### src/rtl/qrd_pkg.sv
// qrd_pkg: shared types and default sizing for the QRD-RLS feed sequencer
package qrd_pkg;
   typedef enum logic [1:0] {IDLE, RUN, FLUSH, DONE} state_t;
   localparam int QRD_DATA_LENGTH = 8;
   localparam int QRD_N_CH = 5;
   localparam int QRD_ARRAY_LATENCY = 12;
   localparam int QRD_CNT_W = 16;
   function automatic int flush_len(input int n_ch, input int latency);
      return n_ch - 1 + latency;
   endfunction
endpackage

### src/rtl/qrd_skew_line.sv
// qrd_skew_line: DEPTH-stage delay line carrying one lane word plus its valid tag
//   d/tag     : lane word and tag entering this cycle
//   q/tag_out : the same word and tag, DEPTH cycles later
module qrd_skew_line #(
   parameter int DEPTH = 1,
   parameter int W = 8
) (
   input  logic         clk,
   input  logic         rst,
   input  logic [W-1:0] d,
   input  logic         tag,
   output logic [W-1:0] q,
   output logic         tag_out
);
   logic [DEPTH-1:0][W-1:0] data_q, data_d;
   logic [DEPTH-1:0]        tag_q, tag_d;
   if (DEPTH == 1) begin : g_one
      always_comb begin
         data_d = d;
         tag_d = tag;
      end
   end else begin : g_many
      always_comb begin
         data_d = {data_q[DEPTH-2:0], d};
         tag_d = {tag_q[DEPTH-2:0], tag};
      end
   end
   always_ff @(posedge clk) begin
      if (rst) begin
         data_q <= '0;
         tag_q <= '0;
      end else begin
         data_q <= data_d;
         tag_q <= tag_d;
      end
   end
   assign q = data_q[DEPTH-1];
   assign tag_out = tag_q[DEPTH-1];
endmodule

### src/rtl/qrd_feed_sequencer.sv
// qrd_feed_sequencer: feeds skewed sample vectors into the QRD-RLS systolic array
//   start/stop/cfg_num_samples : burst control (limit 0 = run until stop)
//   s_valid/s_ready/s_x/s_sk   : upstream sample handshake
//   arr_x/arr_sk/arr_ready_in  : skewed lanes and lane-0 valid tag to the array
//   out_valid                  : array error/wxout belongs to an accepted sample
//   busy/done/accepted_cnt     : status
module qrd_feed_sequencer
   import qrd_pkg::*;
#(
   parameter int DATA_LENGTH = QRD_DATA_LENGTH,
   parameter int N_CH = QRD_N_CH,
   parameter int ARRAY_LATENCY = QRD_ARRAY_LATENCY,
   parameter int CNT_W = QRD_CNT_W
) (
   input  logic                        clk,
   input  logic                        rst,
   input  logic                        start,
   input  logic                        stop,
   input  logic [CNT_W-1:0]            cfg_num_samples,
   input  logic                        s_valid,
   output logic                        s_ready,
   input  logic [N_CH*DATA_LENGTH-1:0] s_x,
   input  logic [DATA_LENGTH-1:0]      s_sk,
   output logic [N_CH*DATA_LENGTH-1:0] arr_x,
   output logic [DATA_LENGTH-1:0]      arr_sk,
   output logic                        arr_ready_in,
   output logic                        out_valid,
   output logic                        busy,
   output logic                        done,
   output logic [CNT_W-1:0]            accepted_cnt
);
   localparam int FLUSH_LEN = flush_len(N_CH, ARRAY_LATENCY);
   localparam int FW = $clog2(FLUSH_LEN);
   state_t                      state_q, state_d;
   logic [CNT_W-1:0]            lim_q, lim_d, cnt_q, cnt_d;
   logic [FW-1:0]               fl_q, fl_d;
   logic [ARRAY_LATENCY-1:0]    ov_q, ov_d;
   logic [DATA_LENGTH-1:0]      sk_q, sk_d;
   logic [N_CH*DATA_LENGTH-1:0] lane_in;
   logic [N_CH-1:0]             tag_out;
   logic                        acc;
   logic                        unused_tags;
   always_comb begin
      state_d = state_q;
      lim_d = lim_q;
      cnt_d = cnt_q;
      fl_d = fl_q;
      acc = (state_q == RUN) && s_valid;
      if (state_q == IDLE && start) begin
         state_d = RUN;
         lim_d = cfg_num_samples;
         cnt_d = '0;
         fl_d = '0;
      end
      if (acc) cnt_d = (cnt_q == '1) ? cnt_q : cnt_q + 1'b1;
      // the accept that reaches the limit is still counted before leaving RUN
      if (state_q == RUN && (stop || (acc && lim_q != '0 && cnt_d == lim_q))) state_d = FLUSH;
      if (state_q == FLUSH) begin
         fl_d = fl_q + 1'b1;
         if (fl_q == FW'(FLUSH_LEN - 1)) state_d = DONE;
      end
      if (state_q == DONE) state_d = IDLE;
      // bubbles enter the array as all-zero words with a cleared tag
      lane_in = acc ? s_x : '0;
      sk_d = acc ? s_sk : '0;
      ov_d = {ov_q[ARRAY_LATENCY-2:0], tag_out[0]};
   end
   always_ff @(posedge clk) begin
      if (rst) begin
         state_q <= IDLE;
         lim_q <= '0;
         cnt_q <= '0;
         fl_q <= '0;
         ov_q <= '0;
         sk_q <= '0;
      end else begin
         state_q <= state_d;
         lim_q <= lim_d;
         cnt_q <= cnt_d;
         fl_q <= fl_d;
         ov_q <= ov_d;
         sk_q <= sk_d;
      end
   end
   for (genvar k = 0; k < N_CH; k++) begin : g_lane
      qrd_skew_line #(.DEPTH(k + 1), .W(DATA_LENGTH)) u_skew (
         .clk     (clk),
         .rst     (rst),
         .d       (lane_in[k*DATA_LENGTH +: DATA_LENGTH]),
         .tag     (acc),
         .q       (arr_x[k*DATA_LENGTH +: DATA_LENGTH]),
         .tag_out (tag_out[k])
      );
   end
   // only lane 0's tag drives the array; the deeper lane tags ride along unused
   assign unused_tags = ^tag_out;
   assign s_ready = state_q == RUN;
   assign busy = state_q != IDLE;
   assign done = state_q == DONE;
   assign accepted_cnt = cnt_q;
   assign arr_sk = sk_q;
   assign arr_ready_in = tag_out[0];
   assign out_valid = ov_q[ARRAY_LATENCY-1];
endmodule

### config.mk
export PLATFORM = sky130hd
export DESIGN_NAME = qrd_feed_sequencer
export DESIGN_NICKNAME = d
export VERILOG_FILES = /design/src/rtl/qrd_pkg.sv /design/src/rtl/qrd_skew_line.sv /design/src/rtl/qrd_feed_sequencer.sv
export SDC_FILE = /design/constraint.sdc
export NUM_CORES = 1
export LEC_CHECK = 0
export CAP_MARGIN = 0
export CORE_MARGIN = 2
export CORE_UTILIZATION = 25
export DETAILED_ROUTE_END_ITERATION = 16
export SKIP_LAST_GASP = 1
export SYNTH_ARGS = -nofsm -noshare
export SYNTH_HDL_FRONTEND = slang
export SYNTH_HIERARCHICAL = 1
export SYNTH_SLANG_ARGS = --single-unit
### constraint.sdc
create_clock -name clk -period 2.7 [get_ports clk]
set_input_delay 0.54 -clock clk [delete_from_list [all_inputs] [get_ports clk]]
set_output_delay 0.54 -clock clk [all_outputs]
set_load 0.01 [all_outputs]
[Yosys cells after proc, flatten, opt, wreduce, memory -nomap -nowiden]
Index checks and enable logic that the tools add are counted.
Operators by class
  $add $sub $neg: 2
  multipliers: 0
  divide/modulo/power cells: 0
  $lt $le $gt $ge: 0
  equal/unequal tests: 6
  shift-type cells: 0
  mux-type cells: 9
  bitwise logic cells: 1
  reductions and logical operators: 12
Operator list (count)
  $mux W16: 3
  $add A16 B1 Y16 const B: 1
  $eq A16 B16 Y1: 1
  $eq A16 B16 Y1 const B: 1
  $reduce_bool A16 Y1: 1
  $mux W2: 4
  $mux W4: 2
  $logic_and A1 B1 Y1: 5
  $add A4 B1 Y4 const B: 1
  $eq A2 B2 Y1 const B: 2
  $eq A4 B4 Y1 const B: 1
  $reduce_bool A2 Y1: 2
  $reduce_or A2 Y1: 2
  $eq A2 B1 Y1 const B: 1
  $logic_not A2 Y1: 1
  $logic_or A1 B1 Y1: 1
  $not A1 Y1: 1
Storage, ports and cells
  register bits after elaboration: 179
  latch bits: 0
  memory bits (writable): 0
  ROM bits: 0
  input bits: 69
  output and inout port bits: 69
  logic and storage cells: 52
  memories kept: 0

[Logic depth before layout (Yosys ltp)]
  depth in word-level cells: 11
  gate-level depth with buffers: 10

[Modules after synthesis]
The synthesis kept the hierarchy.
By module, submodules not included
  qrd_feed_sequencer: times used 1, cells each 375, area an instance 3128.0 um2, seq. area each 1161.1 um2
  qrd_skew_line (g_lane[4].u_skew): times used 1, cells each 94, area an instance 1202.4 um2, seq. area each 900.9 um2
  qrd_skew_line (g_lane[3].u_skew): times used 1, cells each 75, area an instance 994.7 um2, seq. area each 720.7 um2
  qrd_skew_line (g_lane[2].u_skew): times used 1, cells each 56, area an instance 749.5 um2, seq. area each 540.5 um2
  qrd_skew_line (g_lane[1].u_skew): times used 1, cells each 37, area an instance 489.2 um2, seq. area each 360.3 um2
  qrd_skew_line (g_lane[0].u_skew): times used 1, cells each 18, area an instance 236.5 um2, seq. area each 180.2 um2

[Worst setup path before layout]
Ideal clock, no wire load.
  kind: register to register
  from: register cnt_q[0] (netlist: accepted_cnt[0])
  to: register state_q[0]
  setup time: 134 ps
  arrival: 2652 ps
  required time: 2566 ps
  path slack: -86 ps
  stages on the path, launching flop included: 10
  clock period less this slack: 2786 ps
  path through: dfxtp_1 > ha_1 > nand4_2 > nor4_1 > o32ai_1 > a2111oi_2 > o311ai_1 > or4_1 > nor4_2 > o32ai_1
On the way
  longest elaborated chain between the ends: 10
RTL lines
  start, declared: line qrd_feed_sequencer.sv:35  | logic [CNT_W-1:0] lim_q, lim_d, cnt_q, cnt_d;
  start signal, assigned: line qrd_feed_sequencer.sv:79  | cnt_q <= cnt_d;
  $add A16 B1 Y16 or $eq A16 B16 Y1 (tied branches): line qrd_feed_sequencer.sv:55  | if (acc) cnt_d = (cnt_q == '1) ? cnt_q : cnt_q + 1'b1;
  $mux W16: line qrd_feed_sequencer.sv:55
  $mux W16 *: line qrd_feed_sequencer.sv:55
  $eq A16 B16 Y1 *: line qrd_feed_sequencer.sv:57  | if (state_q == RUN && (stop || (acc && lim_q != '0 && cnt_d == lim_q))) state_d = FLUSH;
  $logic_and A1 B1 Y1 *: line qrd_feed_sequencer.sv:57
  $logic_or A1 B1 Y1 *: line qrd_feed_sequencer.sv:57
  $logic_and A1 B1 Y1 *: line qrd_feed_sequencer.sv:57
  $mux W2 *: line qrd_feed_sequencer.sv:57
  $mux W2: line qrd_feed_sequencer.sv:60  | if (fl_q == FW'(FLUSH_LEN - 1)) state_d = DONE;
  $mux W2 *: line qrd_feed_sequencer.sv:58  | if (state_q == FLUSH) begin
  end signal, assigned: line qrd_feed_sequencer.sv:77  | state_q <= state_d;
  end, declared: line qrd_feed_sequencer.sv:34  | state_t state_q, state_d;
Every way passes the cells marked *; elsewhere a longest branch is shown, timed or not.
A chain may end at the register's enable or synchronous reset.

[Worst setup path after layout]
Same ends and word-level chain as after synthesis.

==> summary.txt <==
Sw frac - 0.2519
Sw Pwr - 1.410 mW
Aggregate global routing overflow - 0
IO Port Bufs - 137
Vias - 4879
Worst setup SP type - flip-flop
Post-Syn Area - 6420 sq um
Worst skew pair latency - 430 ps
Minimum clock period - 2680 ps
Antenna violations before repair - 0
Setup TNS - 0 ps
Max-slew headroom - 0.5388
Area delta synth->final - 46.56%
Total power - 5.597 mW
RSZ-0062 raised after global routing - yes
Vias in the first global route - 4605
Worst-margin pin slew - 691.8 ps
Clock skew - 11.70 ps
Detailed-route DRC error count - 0
Data required time at the worst endpoint - 2990 ps
CTS tree - done
CP Capture Type - flip-flop
First-pass GRT wire length - 24520 um
Commonest cells after routing, fill and taps aside - dfxtp_1 (169), clkdlybuf4s50_1 (134), nor2b_1 (123)
Hold Violations, Final - 0
Rows - 58
Maximum resistive drop on vdd - 0.2951 mV
Fmax - 373.1 MHz
CTS Buf Count - 17
Max FO, Critical Path - 5
Final Max Tran Viols - 0
DR iter-0 viols - 268
Diodes inserted - 0
Share of cells above drive strength 1 - 0.2082
DP HPWL - 11130 um
Final Cycle Share - 0.9926
Leading cell type in the layout, fill and taps excluded - dfxtp_1
PwrDens - 594.8 nW/um^2
Clk network pwr share - 0.439
Final net count - 908
Post-Route WL - 15850 um
Flop pwr share - 0.485
Detailed-router iteration count before antenna repair - 4
Post-synthesis cell count - 627
Reg clk slew, reported paths - 70 ps
GRT Overall Usage - 0.1179
Crit path DAT - 2970 ps
Clock tree buffer depth - 2
Gpl congestion - 0.8866
Finish-stage setup viols - 0
Internal power - 4.187 mW
H-tree lvl count - 4
Number of max-cap violations - 0
Core Footprint - 25180 sq um
Die span in y - 164.3 um
Vias per cell - 4.135
Fillcell total - 2500
Initial Util - 0.2549
Net Count, Synth - 698
Wire per inst - 13.43 um
Mean Syn Cell Area - 10.24 sq um
TritonCTS Sinks - 179
Antenna-violating nets left - 0
Combinational power share - 0.076
Die area - 26980 sq um
P_leak - 3.689 nW
Synthesis Warnings - 6
# IOs - 138
Die X - 164.3 um
Status - finished, final reports clean
Largest net degree at the start of global routing - 68
Hold crit path type - reg -> reg
CTS root buf - clkbuf_16
CP Class - reg -> reg
Hold Slack - 432.6 ps
cell type report:
cell class	instances	area (sq um)	share of cell area
clock inverter	14	156.4	0.01662
multi-input combinational	407	2724	0.2895
clock buffer	18	439.2	0.04668
inverter	9	36.28	0.003856
sequential	179	3601	0.3827
timing repair buffer	223	2039	0.2168
tap	330	412.9	0.04388
per-layer routing:
metal	wire length [um]	GRT usage
met2	7110	0.1811
met1	7437	0.1582
met3	1051	0.03384
met4	245	0.03947
met5	0	0
metrics by stage:
step	instance area [sq um]	util	instances	worst slack [ps]
final	9409	0.3736	1180	20.08
after global routing	9409	0.3736	1180	-58.29
after CTS	9259	0.3677	1170	1.902
after detailed placement	8539	0.3391	1133	-570.4
after global placement	8539	0.3391	1133	-511.4
after floorplan	6431	-	627	55.32
critical path, cell delays in order (launching register included):
cell       delay, ps
dfxtp_2          360
buf_6            110
nand4_1          220
nor4_4           330
buf_4            200
nor4_1            50
o21ai_1          180
o2111ai_2        160
or4_4            520
nor4_4           290
o32ai_1          120
timing repair:
item / in CTS / in global routing
hold buffers: 0 / 0
endpoints found under the setup margin: 2 / 2
buffers inserted: 5 / 10
pin swaps: 11 / 12
gates resized for setup: 19 / 23
sequential cells by signal, indices dropped and copies added (netlist names):
register and cells:
accepted_cnt 16, arr_sk 8, fl_q 4, g_lane.u_skew/data_d 80
g_lane.u_skew/q 40, g_lane.u_skew/tag_out 1, lim_q 16, ov_q 12
state_q 2
power groups by stage:
| stage | clock network [mW] | registers [mW] | logic (mW) |
|---|---|---|---|
| final | 2.46 | 2.71 | 0.427 |
| after global routing | 2.67 | 2.72 | 0.468 |
| after CTS | 2.55 | 2.71 | 0.422 |
| after detailed placement | 0 | 2.78 | 0.408 |
| after global placement | 0 | 2.78 | 0.409 |
| after floorplan | 0 | 2.77 | 0.195 |
worst paths after layout:
path | startpoint | end | slack (ps) | cells past startpoint
worst max-delay path | accepted_cnt[0] | state_q[0] | 20 | 10
worst min-delay path | g_lane[1].u_skew/data_d[8] | g_lane[1].u_skew/q[0] | 430 | 1
worst max register to register | accepted_cnt[0] | state_q[0] | 20 | 10
worst min register to register | g_lane[1].u_skew/data_d[8] | g_lane[1].u_skew/q[0] | 430 | 1
No activity file was read; power rests on OpenSTA's default activity.
